**src/rtl/decode_unit_pkg.sv**
```systemverilog
// Shared decode definitions: datapath widths, RV32I major opcodes, the
// operation-class encoding presented to the execute stage, the output-register
// FSM states, and small helpers that classify an opcode and report which
// source registers a class actually reads.
package decode_unit_pkg;

    localparam int PC_SIZE  = 32;
    localparam int REG_SIZE = 5;

    localparam logic [6:0] OPC_LUI    = 7'b0110111;
    localparam logic [6:0] OPC_AUIPC  = 7'b0010111;
    localparam logic [6:0] OPC_JAL    = 7'b1101111;
    localparam logic [6:0] OPC_JALR   = 7'b1100111;
    localparam logic [6:0] OPC_BXX    = 7'b1100011;
    localparam logic [6:0] OPC_LOAD   = 7'b0000011;
    localparam logic [6:0] OPC_STORE  = 7'b0100011;
    localparam logic [6:0] OPC_OPIMM  = 7'b0010011;
    localparam logic [6:0] OPC_OP     = 7'b0110011;
    localparam logic [6:0] OPC_SYSTEM = 7'b1110011;

    typedef enum logic [3:0] {
        CLS_LUI     = 4'd0,
        CLS_AUIPC   = 4'd1,
        CLS_JAL     = 4'd2,
        CLS_JALR    = 4'd3,
        CLS_BXX     = 4'd4,
        CLS_LOAD    = 4'd5,
        CLS_STORE   = 4'd6,
        CLS_OPIMM   = 4'd7,
        CLS_OP      = 4'd8,
        CLS_SYSTEM  = 4'd9,
        CLS_ILLEGAL = 4'd10
    } op_class_e;

    typedef enum logic {
        ST_EMPTY = 1'b0,
        ST_FULL  = 1'b1
    } fsm_state_e;

    function automatic op_class_e classify(input logic [6:0] opcode);
        case (opcode)
            OPC_LUI:    return CLS_LUI;
            OPC_AUIPC:  return CLS_AUIPC;
            OPC_JAL:    return CLS_JAL;
            OPC_JALR:   return CLS_JALR;
            OPC_BXX:    return CLS_BXX;
            OPC_LOAD:   return CLS_LOAD;
            OPC_STORE:  return CLS_STORE;
            OPC_OPIMM:  return CLS_OPIMM;
            OPC_OP:     return CLS_OP;
            OPC_SYSTEM: return CLS_SYSTEM;
            default:    return CLS_ILLEGAL;
        endcase
    endfunction

    function automatic logic uses_rs1(input op_class_e cls);
        case (cls)
            CLS_JALR, CLS_BXX, CLS_LOAD, CLS_STORE, CLS_OPIMM, CLS_OP: return 1'b1;
            default: return 1'b0;
        endcase
    endfunction

    function automatic logic uses_rs2(input op_class_e cls);
        case (cls)
            CLS_BXX, CLS_STORE, CLS_OP: return 1'b1;
            default: return 1'b0;
        endcase
    endfunction

endpackage

```
**src/rtl/decode_imm_gen.sv**
```systemverilog
// Combinational immediate generator.
// Ports: instr_hi - instruction bits [31:7] (opcode already classified)
//        op_class - decoded operation class
//        imm      - sign-extended immediate for that class (0 for OP/ILLEGAL)
module decode_imm_gen
    import decode_unit_pkg::*;
(
    input  logic [31:7] instr_hi,
    input  op_class_e   op_class,
    output logic [31:0] imm
);

    // Select the immediate format by class; B and J drop bit 0, U fills low 12 bits with 0.
    always_comb begin
        imm = 32'd0;
        case (op_class)
            CLS_JALR, CLS_LOAD, CLS_OPIMM, CLS_SYSTEM:
                imm = {{20{instr_hi[31]}}, instr_hi[31:20]};
            CLS_STORE:
                imm = {{20{instr_hi[31]}}, instr_hi[31:25], instr_hi[11:7]};
            CLS_BXX:
                imm = {{19{instr_hi[31]}}, instr_hi[31], instr_hi[7],
                       instr_hi[30:25], instr_hi[11:8], 1'b0};
            CLS_LUI, CLS_AUIPC:
                imm = {instr_hi[31:12], 12'd0};
            CLS_JAL:
                imm = {{11{instr_hi[31]}}, instr_hi[31], instr_hi[19:12],
                       instr_hi[20], instr_hi[30:21], 1'b0};
            default:
                imm = 32'd0;
        endcase
    end

endmodule

```
**src/rtl/decode_unit.sv**
```systemverilog
// Instruction decode stage with a single output register and a register
// scoreboard. An instruction is captured into the output register when it is
// offered, the register can accept it and none of its sources are pending;
// the execute stage drains it with a valid/ready handshake.
// Ports: clk/rst_ (async active-low), fetch side (decode_start, instruct,
//        pc2decode, decode_ready), flush_flag, regfile read (rs*_addr/rs*_data),
//        writeback retire (wb_valid/wb_rd), execute issue (exu_valid/exu_ready
//        and the registered exu_* payload).
module decode_unit
    import decode_unit_pkg::*;
(
    input  logic                clk,
    input  logic                rst_,
    input  logic                decode_start,
    input  logic [31:0]         instruct,
    input  logic [PC_SIZE-1:0]  pc2decode,
    output logic                decode_ready,
    input  logic                flush_flag,
    output logic [REG_SIZE-1:0] rs1_addr,
    output logic [REG_SIZE-1:0] rs2_addr,
    input  logic [31:0]         rs1_data,
    input  logic [31:0]         rs2_data,
    input  logic                wb_valid,
    input  logic [REG_SIZE-1:0] wb_rd,
    output logic                exu_valid,
    input  logic                exu_ready,
    output logic [PC_SIZE-1:0]  exu_pc,
    output logic [3:0]          exu_op_class,
    output logic [2:0]          exu_funct3,
    output logic                exu_funct7b5,
    output logic [REG_SIZE-1:0] exu_rd,
    output logic                exu_rd_we,
    output logic [31:0]         exu_imm,
    output logic [31:0]         exu_op1,
    output logic [31:0]         exu_op2,
    output logic                exu_illegal
);

    fsm_state_e        state_r;
    fsm_state_e        state_next_s;
    logic [31:0]       sb_r;
    logic [31:0]       sb_next_s;
    logic [31:0]       sb_set_s;
    logic [31:0]       sb_clr_s;
    op_class_e         cls_s;
    logic [31:0]       imm_s;
    logic [31:0]       op1_s;
    logic [31:0]       op2_s;
    logic              rd_we_s;
    logic [REG_SIZE-1:0] rd_s;
    logic              hazard_s;
    logic              rs1_busy_s;
    logic              rs2_busy_s;
    logic              capture_s;
    logic              issue_s;

    assign rs1_addr = instruct[19:15];
    assign rs2_addr = instruct[24:20];
    assign rd_s     = instruct[11:7];
    assign cls_s    = classify(instruct[6:0]);

    decode_imm_gen u_imm_gen (
        .instr_hi (instruct[31:7]),
        .op_class (cls_s),
        .imm      (imm_s)
    );

    assign exu_valid = (state_r == ST_FULL);

    // A source is busy if already issued and not yet written back, or if it is
    // the destination of the instruction still sitting in the output register.
    assign rs1_busy_s = (rs1_addr != 5'd0) &&
                        (sb_r[rs1_addr] || (exu_valid && exu_rd_we && (exu_rd == rs1_addr)));
    assign rs2_busy_s = (rs2_addr != 5'd0) &&
                        (sb_r[rs2_addr] || (exu_valid && exu_rd_we && (exu_rd == rs2_addr)));
    assign hazard_s   = (uses_rs1(cls_s) && rs1_busy_s) || (uses_rs2(cls_s) && rs2_busy_s);

    assign decode_ready = !hazard_s && (!exu_valid || exu_ready);
    assign capture_s    = decode_start && decode_ready && !flush_flag;
    // An issue counts even under flush: execute has already taken it.
    assign issue_s      = exu_valid && exu_ready;

    // Set wins over clear for the same register; bit 0 never marks busy.
    assign sb_set_s  = (issue_s && exu_rd_we && (exu_rd != 5'd0)) ? (32'd1 << exu_rd) : 32'd0;
    assign sb_clr_s  = wb_valid ? (32'd1 << wb_rd) : 32'd0;
    assign sb_next_s = ((sb_r & ~sb_clr_s) | sb_set_s) & ~32'd1;

    // Destination write enable and operand selection for the captured word.
    always_comb begin
        rd_we_s = 1'b0;
        op1_s   = rs1_data;
        op2_s   = imm_s;
        case (cls_s)
            CLS_BXX, CLS_STORE, CLS_ILLEGAL: rd_we_s = 1'b0;
            default:                         rd_we_s = (rd_s != 5'd0);
        endcase
        case (cls_s)
            CLS_LUI:            op1_s = 32'd0;
            CLS_AUIPC, CLS_JAL: op1_s = 32'(pc2decode);
            default:            op1_s = rs1_data;
        endcase
        case (cls_s)
            CLS_BXX, CLS_STORE, CLS_OP: op2_s = rs2_data;
            default:                    op2_s = imm_s;
        endcase
    end

    // Output-register next state: flush dominates, then capture, then drain.
    always_comb begin
        state_next_s = state_r;
        case (state_r)
            ST_EMPTY: begin
                if (flush_flag)     state_next_s = ST_EMPTY;
                else if (capture_s) state_next_s = ST_FULL;
                else                state_next_s = ST_EMPTY;
            end
            ST_FULL: begin
                if (flush_flag)     state_next_s = ST_EMPTY;
                else if (capture_s) state_next_s = ST_FULL;
                else if (issue_s)   state_next_s = ST_EMPTY;
                else                state_next_s = ST_FULL;
            end
            default: state_next_s = ST_EMPTY;
        endcase
    end

    // State and scoreboard registers.
    always_ff @(posedge clk or negedge rst_) begin
        if (!rst_) begin
            state_r <= ST_EMPTY;
            sb_r    <= 32'd0;
        end else begin
            state_r <= state_next_s;
            sb_r    <= sb_next_s;
        end
    end

    // Payload register: loads only on capture, otherwise holds for a stalled execute.
    always_ff @(posedge clk or negedge rst_) begin
        if (!rst_) begin
            exu_pc       <= '0;
            exu_op_class <= 4'd0;
            exu_funct3   <= 3'd0;
            exu_funct7b5 <= 1'b0;
            exu_rd       <= '0;
            exu_rd_we    <= 1'b0;
            exu_imm      <= 32'd0;
            exu_op1      <= 32'd0;
            exu_op2      <= 32'd0;
            exu_illegal  <= 1'b0;
        end else if (capture_s) begin
            exu_pc       <= pc2decode;
            exu_op_class <= cls_s;
            exu_funct3   <= instruct[14:12];
            exu_funct7b5 <= instruct[30];
            exu_rd       <= rd_s;
            exu_rd_we    <= rd_we_s;
            exu_imm      <= imm_s;
            exu_op1      <= op1_s;
            exu_op2      <= op2_s;
            exu_illegal  <= (cls_s == CLS_ILLEGAL);
        end
    end

endmodule

```
**config.mk**
```make
export PLATFORM = sky130hd
export DESIGN_NAME = decode_unit
export DESIGN_NICKNAME = d
export VERILOG_FILES = /design/src/rtl/decode_unit_pkg.sv /design/src/rtl/decode_imm_gen.sv /design/src/rtl/decode_unit.sv
export SDC_FILE = /design/constraint.sdc
export NUM_CORES = 1
export LEC_CHECK = 0
export CAP_MARGIN = 30
export CORE_MARGIN = 2
export CORE_UTILIZATION = 45
export DETAILED_ROUTE_END_ITERATION = 7
export PLACE_DENSITY = 0.79
export SYNTH_ARGS = -nofsm -noshare
export SYNTH_HDL_FRONTEND = slang
export SYNTH_SLANG_ARGS = --single-unit
export TNS_END_PERCENT = 30
```
**constraint.sdc**
```tcl
create_clock -name clk -period 3.2 [get_ports clk]
set_input_delay 0.64 -clock clk [delete_from_list [all_inputs] [get_ports clk]]
set_output_delay 0.64 -clock clk [all_outputs]
set_load 0.02 [all_outputs]
```
==> impl_metrics.ini <==
[timing]
relSlewSlack_pct = 46.62
final_hold_viol_count = 0
rsz0062_at_grt = no
setup_viol = 0
fmax_ghz = 0.3184
hold_ws_ns = 0.1462
timing.final.crit_share_pct = 98.16
maxSlewViolCount = 0
skew_ns = 0.01729
period_minus_slack_ns = 3.141
fin_tns_setup_ns = 0
tightest_slew_ns = 0.8007

[clocking]
cts_made_buffers = 17
cts_sinks = 175
clk_latency_ns = 0.43
cts-root-buf = clkbuf_16
cts_tree = done
cts.path.max_buffers = 2
path_clk_slew_ns = 0.07
cts_max_level = 4

[placed_design]
dp_hpwl_um = 20970
place_inst = 1393
gp_congestion = 0.9268
port_buffers = 293

[routing]
vias_per_cell = 5.431
wl_per_cell_um = 19.46
dr.first_iter.drc_count = 344
vias = 7761
wl_um = 27810
drtAntennaViolNets = 0
drc = 0
first_pass_iters = 4

[synthesis]
syn_nets = 981
synth_edf_count = 0
yosys_warnings = 0
yosys.area_share.simple_pct = 10.72
async_reset_ff_share_pct = 100.0
synthAdderAreaFrac_pct = 0
synth_top_cells_by_area = dfrtp_1 (49%), mux2_2 (12%), o21ai_0 (6.1%), mux2_1 (5.5%), nand2_1 (4.9%)
synth_flop_cell = dfrtp_1
synth_top_family_by_area = multiplexers
synthMuxAreaShare_pct = 23.25
synth_area_leader_cell = dfrtp_1
synth.avg_cell_area_sq_um = 10.67
synth.cell_area_sq_mm = 0.008984
yosysTopAreaCellShare_pct = 48.75
synthXorXnorAreaFrac_pct = 1.072
ys_seq_elements = 175
yosys.cell_types.count = 46
ys_seq_area_share_pct = 48.75
synth_cells = 842
synth_compound_area_share_pct = 10.91

[pwr]
irDropWorstVdd_v = 0.0003469
pwr-share-clk_pct = 35.5
p_sw_share_pct = 28.51
power_frac_seq_pct = 40.5
power.density_mw_per_mm2 = 475.0
p_leak_nw = 5.926
power_switching_mw = 1.792
p_int_mw = 4.493
p_comb_share_pct = 24.0

[floorplan]
rows = 51
ios = 294
die-height_um = 145.3
die_width_um = 145.3
core_sq_mm = 0.01953
dieArea_sq_mm = 0.02111
start_util_pct = 46.01

[global_routing]
grt_pass1_wl_um = 43300
grt_max_degree = 76
grt_pass1_vias = 7760
grt-ovfl-total = 0
grt_usage_pct = 26.03
antenna_found_initial = 0

[status]
status = finished, final reports clean

[worst_hold_path]
hold_class = in2async

[layout]
fin_util_pct = 67.77
final_nets = 1290
layout_common_cells = clkdlybuf4s50_1 (285), dfrtp_1 (175), nand2_1 (118)
instances_no_fill = 1429
area_growth_pct = 47.30
layout_commonest_cell = clkdlybuf4s50_1
fillerInstances = 1559
drive_above_1_share_pct = 19.24
diodes = 0

[critical_path]
crit_arrival_ns = 2.50
cp-start-kind = register
worst-path-max-fanout = 3
cp-end-kind = output pin
cp.required_ns = 2.56
worstSetupPathType = reg2out

[run]
drv_cap = 0
-- power groups by stage --
stage	combinational [mW]	sequential (mW)	clock [mW]
after floorplan	0.454	2.79	0
after global placement	1.47	2.57	0
after detailed placement	1.50	2.59	0
after CTS	1.51	2.55	2.28
after global routing	1.60	2.57	2.36
final	1.51	2.55	2.23
-- kinds of logic (layout without fill, tap and decap cells) --
logic type | count (synthesis) | count (layout)
buffers and inverters | 97 | 419
DFF | 175 | 175
muxes | 176 | 176
and+or+nand+nor | 212 | 212
AOI/OAI and AO/OA | 171 | 171
xor gates and xnor gates | 11 | 11
-- sequential cells by signal (all words and copies together) (netlist names) --
register,count
exu_funct3,3
exu_funct7b5,1
exu_illegal,1
exu_imm,32
exu_op1,32
exu_op2,32
exu_op_class,4
exu_pc,32
exu_rd,5
exu_rd_we,1
exu_valid,1
sb_r,31
-- per-layer routing --
metal	track usage [%]	share of wire, %	vias up	routed length [um]
li1	-	-	3589	-
met1	33.50	41	3841	11510
met2	43.79	50	275	14030
met3	4.843	5.2	56	1443
met4	9.804	3.0	0	833
met5	0	0	-	0
-- final timing paths --
| check | start | endpoint | slack [ns] | cells after the start |
|---|---|---|---|---|
| hold reg to reg | exu_pc[27] | exu_pc[27] | 0.48 | 1 |
| setup / recovery | sb_r[23] | decode_ready | 0.06 | 6 |
| max in group asynchronous | rst_ | exu_imm[2] | 2.21 | 2 |
| min in group clk | exu_pc[27] | exu_pc[27] | 0.48 | 1 |
| hold / removal | rst_ | sb_r[18] | 0.15 | 1 |
| setup reg to reg | sb_r[23] | exu_pc[2] | 0.15 | 10 |
-- through the flow --
stage | area, sq um | worst slack (ns) | power (mW)
after floorplan | 8984 | 0.09506 | 3.247
after global placement | 12510 | -0.7848 | 4.048
after detailed placement | 12510 | -0.7835 | 4.083
after CTS | 13200 | 0.0004072 | 6.336
after global routing | 13230 | 0.003196 | 6.528
final | 13230 | 0.05893 | 6.285
-- cell type report --
class | instances | area, sq um | share of cell area, %
Timing Repair Buffer | 358 | 3592 | 27.15
Tap cell | 265 | 331.6 | 2.506
Inverter | 29 | 108.9 | 0.8226
Clock inverter | 12 | 172.7 | 1.305
Sequential cell | 175 | 4379 | 33.09
Clock buffer | 20 | 456.7 | 3.451
Multi-Input combinational cell | 570 | 4192 | 31.68
-- critical path, cell delays in order (launching register included) --
cell     delay [ns]
dfrtp_1        0.43
mux4_2         0.51
and3_4         0.21
o41ai_4        0.33
a41oi_2        0.16
a31oi_1        0.24
buf_4          0.19
-- synth_stat cells (5+ instances only) --
cell type,instances
nor2_1,27
and2_1,6
buf_4,12
nand3_1,10
mux2i_1,23
buf_6,7
o21ai_0,109
a22o_1,8
buf_2,12
nor2b_1,5
o211ai_1,6
clkbuf_1,33
inv_1,29
a21oi_1,15
mux2_1,44
nand2b_1,5
a31oi_1,19
mux4_2,12
nand3b_1,5
nand2_1,118
and3_1,8
nor3_1,8
xor2_1,8
or2_2,5
mux2_2,97
dfrtp_1,175
-- timing repair --
item | CTS | global route
hold buffers | 0 | 0
resized for setup | 14 | 11
buffers inserted | 2 | 1
gates cloned | 1 | 0
pin swaps | 5 | 2
setup endpoints to repair | 141 | 1
(Power assumes the default switching activity.)
